==> src/rtl/mac_layer_sequencer.sv <==
// Multi-lane fully-connected layer sequencer: walks a layer-size program, streams neurons and
// packed weights, accumulates LANES outputs in parallel and writes them to a ping-pong buffer.
module mac_layer_sequencer #(
  parameter int DATA_W    = 8,
  parameter int ACC_W     = 24,
  parameter int LANES     = 4,
  parameter int SHIFT     = 0,
  parameter int NADDR_W   = 10,
  parameter int WADDR_W   = 13,
  parameter int IADDR_W   = 8,
  parameter int IDATA_W   = 16,
  parameter int BASE_LOW  = 0,
  parameter int BASE_HIGH = 512
) (
  input  logic                     clk,
  input  logic                     reset,
  input  logic                     start,
  input  logic                     relu_en,
  output logic                     busy,
  output logic                     done,
  output logic                     err,
  output logic [IADDR_W-1:0]       instr_addr,
  input  logic [IDATA_W-1:0]       instr_data,
  output logic [NADDR_W-1:0]       n_rd_addr,
  input  logic [DATA_W-1:0]        n_rd_data,
  output logic [WADDR_W-1:0]       w_rd_addr,
  input  logic [LANES*DATA_W-1:0]  w_rd_data,
  output logic                     n_wr_en,
  output logic [NADDR_W-1:0]       n_wr_addr,
  output logic [DATA_W-1:0]        n_wr_data,
  output logic [NADDR_W-1:0]       result_base,
  output logic [IDATA_W-1:0]       result_count
);

  localparam logic [IDATA_W-1:0] END_WORD = {IDATA_W{1'b1}};
  localparam logic [IDATA_W-1:0] ZERO_WORD = {IDATA_W{1'b0}};
  localparam logic [IDATA_W-1:0] LANES_W = IDATA_W'(LANES);
  localparam logic [NADDR_W-1:0] LOW_A = NADDR_W'(BASE_LOW);
  localparam logic [NADDR_W-1:0] HIGH_A = NADDR_W'(BASE_HIGH);
  localparam logic [IADDR_W-1:0] IP_ONE = IADDR_W'(1);
  localparam logic [IADDR_W-1:0] IP_TWO = IADDR_W'(2);
  localparam logic signed [ACC_W-1:0] SAT_MAX = ACC_W'((2 ** (DATA_W - 1)) - 1);
  localparam logic signed [ACC_W-1:0] SAT_MIN = -(ACC_W'(2 ** (DATA_W - 1)));

  typedef enum logic [2:0] {
    S_IDLE, S_FETCH0, S_FETCH, S_CLEAR, S_STREAM, S_DRAIN, S_WRITE, S_DONE
  } state_t;

  state_t                    state_r;
  logic                      relu_r;
  logic                      buf_sel_r;
  logic                      pend_r;
  logic [IADDR_W-1:0]        ip_r;
  logic [IDATA_W-1:0]        prev_r;
  logic [IDATA_W-1:0]        cur_r;
  logic [IDATA_W-1:0]        out_idx_r;
  logic [IDATA_W-1:0]        in_idx_r;
  logic [IDATA_W-1:0]        lane_r;
  logic signed [ACC_W-1:0]   acc_r [LANES];

  logic [NADDR_W-1:0]        src_s;
  logic [NADDR_W-1:0]        dst_s;
  logic [IDATA_W-1:0]        rem_s;
  logic [IDATA_W-1:0]        active_s;
  logic [IDATA_W-1:0]        wr_idx_s;
  logic signed [2*DATA_W-1:0] prod_s [LANES];
  logic signed [ACC_W-1:0]   acc_nxt_s [LANES];
  logic signed [ACC_W-1:0]   wr_acc_s;

  // Shift, saturate to the neuron range, then optionally clip negatives.
  function automatic logic [DATA_W-1:0] act_f(input logic signed [ACC_W-1:0] x, input logic relu);
    logic signed [ACC_W-1:0] y;
    y = x >>> SHIFT;
    y = (y > SAT_MAX) ? SAT_MAX : ((y < SAT_MIN) ? SAT_MIN : y);
    y = (relu && y[ACC_W-1]) ? '0 : y;
    return y[DATA_W-1:0];
  endfunction

  // Buffer selection, group size, lane products and the lane value feeding the write port.
  always_comb begin
    src_s    = buf_sel_r ? HIGH_A : LOW_A;
    dst_s    = buf_sel_r ? LOW_A : HIGH_A;
    rem_s    = cur_r - out_idx_r;
    active_s = (rem_s < LANES_W) ? rem_s : LANES_W;
    wr_idx_s = (state_r == S_DRAIN) ? ZERO_WORD : lane_r + 1'b1;
    for (int l = 0; l < LANES; l++) begin
      prod_s[l] = $signed(n_rd_data) * $signed(w_rd_data[l*DATA_W +: DATA_W]);
      if (pend_r) begin
        acc_nxt_s[l] = acc_r[l] + ACC_W'(prod_s[l]);
      end else begin
        acc_nxt_s[l] = acc_r[l];
      end
    end
    wr_acc_s = acc_nxt_s[0];
    for (int l = 1; l < LANES; l++) begin
      wr_acc_s = (wr_idx_s == IDATA_W'(l)) ? acc_nxt_s[l] : wr_acc_s;
    end
  end

  // Sequencer FSM with all datapath state and registered outputs.
  always_ff @(posedge clk or negedge reset) begin
    if (!reset) begin
      state_r      <= S_IDLE;
      relu_r       <= 1'b0;
      buf_sel_r    <= 1'b0;
      pend_r       <= 1'b0;
      ip_r         <= '0;
      prev_r       <= '0;
      cur_r        <= '0;
      out_idx_r    <= '0;
      in_idx_r     <= '0;
      lane_r       <= '0;
      for (int l = 0; l < LANES; l++) acc_r[l] <= '0;
      busy         <= 1'b0;
      done         <= 1'b0;
      err          <= 1'b0;
      instr_addr   <= '0;
      n_rd_addr    <= '0;
      w_rd_addr    <= '0;
      n_wr_en      <= 1'b0;
      n_wr_addr    <= '0;
      n_wr_data    <= '0;
      result_base  <= LOW_A;
      result_count <= '0;
    end else begin
      case (state_r)
        S_IDLE: begin
          if (start) begin
            busy       <= 1'b1;
            err        <= 1'b0;
            relu_r     <= relu_en;
            ip_r       <= '0;
            instr_addr <= '0;
            w_rd_addr  <= '0;
            buf_sel_r  <= 1'b0;
            state_r    <= S_FETCH0;
          end
        end
        S_FETCH0: begin
          if (instr_data == END_WORD) begin
            result_base  <= LOW_A;
            result_count <= '0;
            busy         <= 1'b0;
            done         <= 1'b1;
            state_r      <= S_DONE;
          end else if (instr_data == ZERO_WORD) begin
            err     <= 1'b1;
            busy    <= 1'b0;
            done    <= 1'b1;
            state_r <= S_DONE;
          end else begin
            prev_r     <= instr_data;
            instr_addr <= ip_r + IP_ONE;
            state_r    <= S_FETCH;
          end
        end
        S_FETCH: begin
          if (instr_data == END_WORD) begin
            busy    <= 1'b0;
            done    <= 1'b1;
            state_r <= S_DONE;
          end else if (instr_data == ZERO_WORD) begin
            err     <= 1'b1;
            busy    <= 1'b0;
            done    <= 1'b1;
            state_r <= S_DONE;
          end else begin
            cur_r     <= instr_data;
            out_idx_r <= '0;
            state_r   <= S_CLEAR;
          end
        end
        S_CLEAR: begin
          for (int l = 0; l < LANES; l++) acc_r[l] <= '0;
          in_idx_r  <= '0;
          pend_r    <= 1'b0;
          n_rd_addr <= src_s;
          state_r   <= S_STREAM;
        end
        S_STREAM: begin
          // Data requested last cycle lands now; this cycle's request lands next cycle.
          for (int l = 0; l < LANES; l++) acc_r[l] <= acc_nxt_s[l];
          pend_r    <= 1'b1;
          in_idx_r  <= in_idx_r + 1'b1;
          w_rd_addr <= w_rd_addr + 1'b1;
          n_rd_addr <= src_s + NADDR_W'(in_idx_r + 1'b1);
          if ((in_idx_r + 1'b1) == prev_r) begin
            state_r <= S_DRAIN;
          end
        end
        S_DRAIN: begin
          for (int l = 0; l < LANES; l++) acc_r[l] <= acc_nxt_s[l];
          pend_r    <= 1'b0;
          lane_r    <= '0;
          n_wr_en   <= 1'b1;
          n_wr_addr <= dst_s + NADDR_W'(out_idx_r);
          n_wr_data <= act_f(wr_acc_s, relu_r);
          state_r   <= S_WRITE;
        end
        S_WRITE: begin
          if ((lane_r + 1'b1) < active_s) begin
            lane_r    <= lane_r + 1'b1;
            n_wr_addr <= dst_s + NADDR_W'(out_idx_r + lane_r + 1'b1);
            n_wr_data <= act_f(wr_acc_s, relu_r);
          end else begin
            n_wr_en   <= 1'b0;
            out_idx_r <= out_idx_r + active_s;
            if ((out_idx_r + active_s) < cur_r) begin
              state_r <= S_CLEAR;
            end else begin
              result_base  <= dst_s;
              result_count <= cur_r;
              prev_r       <= cur_r;
              ip_r         <= ip_r + IP_ONE;
              instr_addr   <= ip_r + IP_TWO;
              buf_sel_r    <= ~buf_sel_r;
              state_r      <= S_FETCH;
            end
          end
        end
        S_DONE: begin
          done    <= 1'b0;
          state_r <= S_IDLE;
        end
        default: begin
          state_r <= S_IDLE;
        end
      endcase
    end
  end

endmodule

==> config.mk <==
export PLATFORM = sky130hd
export DESIGN_NAME = mac_layer_sequencer
export DESIGN_NICKNAME = d
export VERILOG_FILES = /design/src/rtl/mac_layer_sequencer.sv
export SDC_FILE = /design/constraint.sdc
export NUM_CORES = 2
export LEC_CHECK = 0
export BUFFER_PORTS_ARGS = -buffer_cell sky130_fd_sc_hd__buf_4
export CAP_MARGIN = 20
export CELL_PAD_IN_SITES_DETAIL_PLACEMENT = 0
export CELL_PAD_IN_SITES_GLOBAL_PLACEMENT = 2
export CORE_MARGIN = 5
export CORE_UTILIZATION = 38
export DETAILED_ROUTE_END_ITERATION = 10
export GPL_TIMING_DRIVEN = 0
export MAX_ROUTING_LAYER = met4
export PLACE_DENSITY = 0.84
export SKIP_CTS_REPAIR_TIMING = 1
export SYNTH_ARGS = -nofsm -noshare
export SYNTH_HDL_FRONTEND = slang
export SYNTH_SLANG_ARGS = --single-unit
==> constraint.sdc <==
create_clock -name clk -period 6.7 [get_ports clk]
set_clock_uncertainty 0.1 [all_clocks]
set_input_delay 1.005 -clock clk [delete_from_list [all_inputs] [get_ports clk]]
set_output_delay 1.005 -clock clk [all_outputs]
set_load 0.1 [all_outputs]
==> reports/metrics.csv <==
stage,metric,value,unit
critical_path,rr_startpoint,acc_r[30],
critical_path,startpoint_type,primary input,
placed_design,hpwlAfterDp,82200,um
cells_and_area,layout-drive-gt1-share,14.7,%
logic_synthesis,ys_seq_area_share,19.2,%
critical_path,worstSetupPathType,in2reg,
floorplan,fp.dieW,303,um
cells_and_area,final_util,45.3,%
timing,rsz0062_at_grt,true,
logic_synthesis,synthTopCellsByArea,"fa_1 26%, dfrtp_1 19%, ha_1 11%",
critical_path,cp_data_required_time,7.08,ns
cells_and_area,stdcell_count,4933,
clock_network,clk_pin_slew,0.06,ns
critical_path,crit_family,adder cells,
logic_synthesis,yosysTopAreaCell,fa_1,
floorplan,start_util,38.4,%
clock_network,cts_tree,built,
logic_synthesis,synthCells,3461,
placed_design,postPlaceCellArea,0.0357,sq mm
clock_network,clock_sinks,251,
route,wl,104000,um
global_route,grtUsageMet1,29.9,%
run,maxCapViolCount,0,
global_route,grt_pass1_wl,160000,um
critical_path,reg2reg_slack,-1.07,ns
clock_network,cts-htree-levels,2,
global_route,grt_usage,23.2,%
logic_synthesis,yosys.area.top_type_share,25.6,%
placed_design,dp.cells,4766,
logic_synthesis,async_flop_share,100,%
timing,hold_viol,0,
global_route,grt_pass1_vias,26540,
cells_and_area,fillers,8364,
logic_synthesis,synthFlopType,dfrtp_1,
global_route,met3_usage,3.12,%
critical_path,critPathCapture,n_wr_data[5],
timing,setup_viol,69,
outcome,outcome,"finished, violations left",
floorplan,coreArea,0.0853,sq mm
timing,setup_slack,-1.52,ns
clock_network,root_buffer,clkbuf_16,
cells_and_area,area_delta_synth_final,18.1,%
route,dr.pass1.iters,5,
route,drc,0,
global_route,antenna_found_initial,1,
critical_path,critPathSlowestCell,fa_2,
route,wire_per_inst,21.1,um
cells_and_area,final_nets,4537,
timing,max_freq,0.122,GHz
timing,finalCritPeriodShare,123,%
critical_path,worstSetupPathDepth,26,
global_route,top_usage_layer,met2,
timing,slew_viol_final,0,
timing,slew_headroom,19.8,%
logic_synthesis,yosys_warnings,0,
route,drtIter0Drc,1789,
clock_network,cts_max_path_buffers,3,
critical_path,arrival,8.60,ns
placed_design,port-buffer-count,125,
floorplan,rows,107,
logic_synthesis,syn_avg_cell_area,9.46,sq um
timing,worst_pin_slew,1.20,ns
logic_synthesis,synth-edff-count,0,
critical_path,slowest_delay,0.64,ns
placed_design,globalplace.congestion,0.901,
placed_design,dpl_worst_slack,-3.05,ns
floorplan,die-height,303,um
critical_path,r2r_cells,25,
clock_network,clock_latency,0.57,ns
global_route,grtUsageMet2,38.4,%
critical_path,r2r_end,n_wr_data[5],
cells_and_area,multiInputGateArea,0.0251,sq mm
cells_and_area,seqCellArea,0.00628,sq mm
logic_synthesis,syn-cell-area,0.0327,sq mm
route,post_drt_via_cell_ratio,5.35,
timing,post-route-min-period,8.22,ns
global_route,overflow,0,
floorplan,io_pins,139,
global_route,grt_max_degree,96,
critical_path,crit_fanout,7,
floorplan,floorplan.die_area,0.0921,sq mm
logic_synthesis,ys_types,89,
clock_network,cts_buffers,35,
route,ant_nets,0,
critical_path,crit_start,n_rd_data[7],
critical_path,crit_buf_inv,5,
logic_synthesis,synth-seq-cells,251,
worst_hold_path,hp-class,in2async,
cells_and_area,final_area,0.0386,sq mm
route,vias,26393,
outcome,violations,negative setup slack,
critical_path,endpoint_kind,flip-flop,
-- area by class of cell --
cell class	count	share of cell area, %
Antenna cell	2	0.0130
Buffer	145	2.27
Clock buffer	43	2.50
Clock inverter	21	0.842
Inverter	452	4.46
Multi-Input combinational cell	2641	64.9
Sequential cell	251	16.3
Tap cell	1144	3.70
Timing Repair Buffer	234	5.08
-- cells in the final DEF (no fill, tap or decap), drive strengths merged, types with 42 or more instances in the layout --
master,n
xnor2,95
and2,150
o21ai,214
xor2,62
nor2,138
mux2i,42
inv,442
fa,419
nand2,330
ha,298
a21o,46
clkbuf,128
a21oi,148
dfrtp,251
buf,294
a22o,89
-- sequential cells by signal, summed over array words and instances (netlist names) --
signal and flops:
acc_r 96, cur_r 16, lane_r 16, out_idx_r 16, prev_r 16, result_count 16
w_rd_addr 13, n_rd_addr 10, n_wr_addr 10, instr_addr 8, ip_r 8, n_wr_data 8
in_idx_r 7, state_r 3, buf_sel_r 1, busy 1, done 1, err 1
n_wr_en 1, pend_r 1, relu_r 1, result_base 1
-- through the flow --
step | setup TNS (ns) | hold slack, ns
2_1_floorplan | -10.29 | 0.350
3_3_place_gp | -111.22 | 0.361
3_5_place_dp | -103.85 | 0.370
4_1_cts | -96.82 | 0.383
5_1_grt | -49.28 | 0.406
6_report | -29.73 | 0.352
-- how the worst min path moves through the flow --
stage	start	to	slack, ns
3_5_place_dp	acc_r[77]	acc_r[77]	0.37
6_report	reset	acc_r[28]	0.35
3_3_place_gp	acc_r[77]	acc_r[77]	0.36
2_1_floorplan	acc_r[53]	acc_r[53]	0.35
5_1_grt	reset	acc_r[28]	0.41
4_1_cts	acc_r[77]	acc_r[77]	0.38
-- synthesized netlist by cell type (15+ instances only) --
cell / number
inv_1: 446
fa_1: 419
nand2_1: 330
ha_1: 298
dfrtp_1: 251
o21ai_0: 212
and2_1: 150
a21oi_1: 146
nor2_1: 138
clkbuf_1: 106
xnor2_1: 95
a22o_1: 89
xor2_1: 62
a21o_1: 46
mux2i_1: 42
nand3_1: 39
nor3_1: 38
mux2_2: 32
a211oi_1: 28
nand4_1: 28
nor2b_1: 28
nand2b_1: 27
and3_1: 26
o21a_1: 25
a31oi_1: 24
o31ai_1: 22
o211ai_1: 21
buf_4: 19
or3_1: 18
mux4_2: 17
o21bai_1: 16
buf_1: 15
-- logic make-up after synthesis --
kind of cell	Yosys count	share of synthesized area [%]
simple gates	886	13.5
compound gates	756	15.4
fa+ha+maj	717	37.0
buf+inv	601	7.14
flops	251	19.2
xor+xnor	157	4.20
mux	91	3.55
other cells	2	0.0229
-- routing by layer --
layer  vias to the layer above  routed length, um
li1                      12318                  -
met1                     13278              44500
met2                       646              51300
met3                       151               5020
met4                         0               3440
met5                         -                  0
-- worst reg2reg max path, stage by stage, from the launching register on --
cell      delay, ns
dfrtp_1        0.45
inv_1          0.09
fa_1           0.54
inv_1          0.05
fa_1           0.50
inv_1          0.05
fa_1           0.48
inv_1          0.06
fa_1           0.47
ha_1           0.30
ha_1           0.37
a211o_1        0.33
a211oi_2       0.34
o31ai_4        0.15
nor2_4         0.14
xnor2_2        0.14
mux4_2         0.31
mux2i_1        0.11
or4b_4         0.50
or3_1          0.36
or4_1          0.47
or4b_4         0.51
ha_4           0.26
nand2b_4       0.19
or3_1          0.32
o211ai_1       0.09
Power is left out: the tool's default activity adds up to more than one toggle a clock period on the data nets, which glitch-free logic cannot reach.
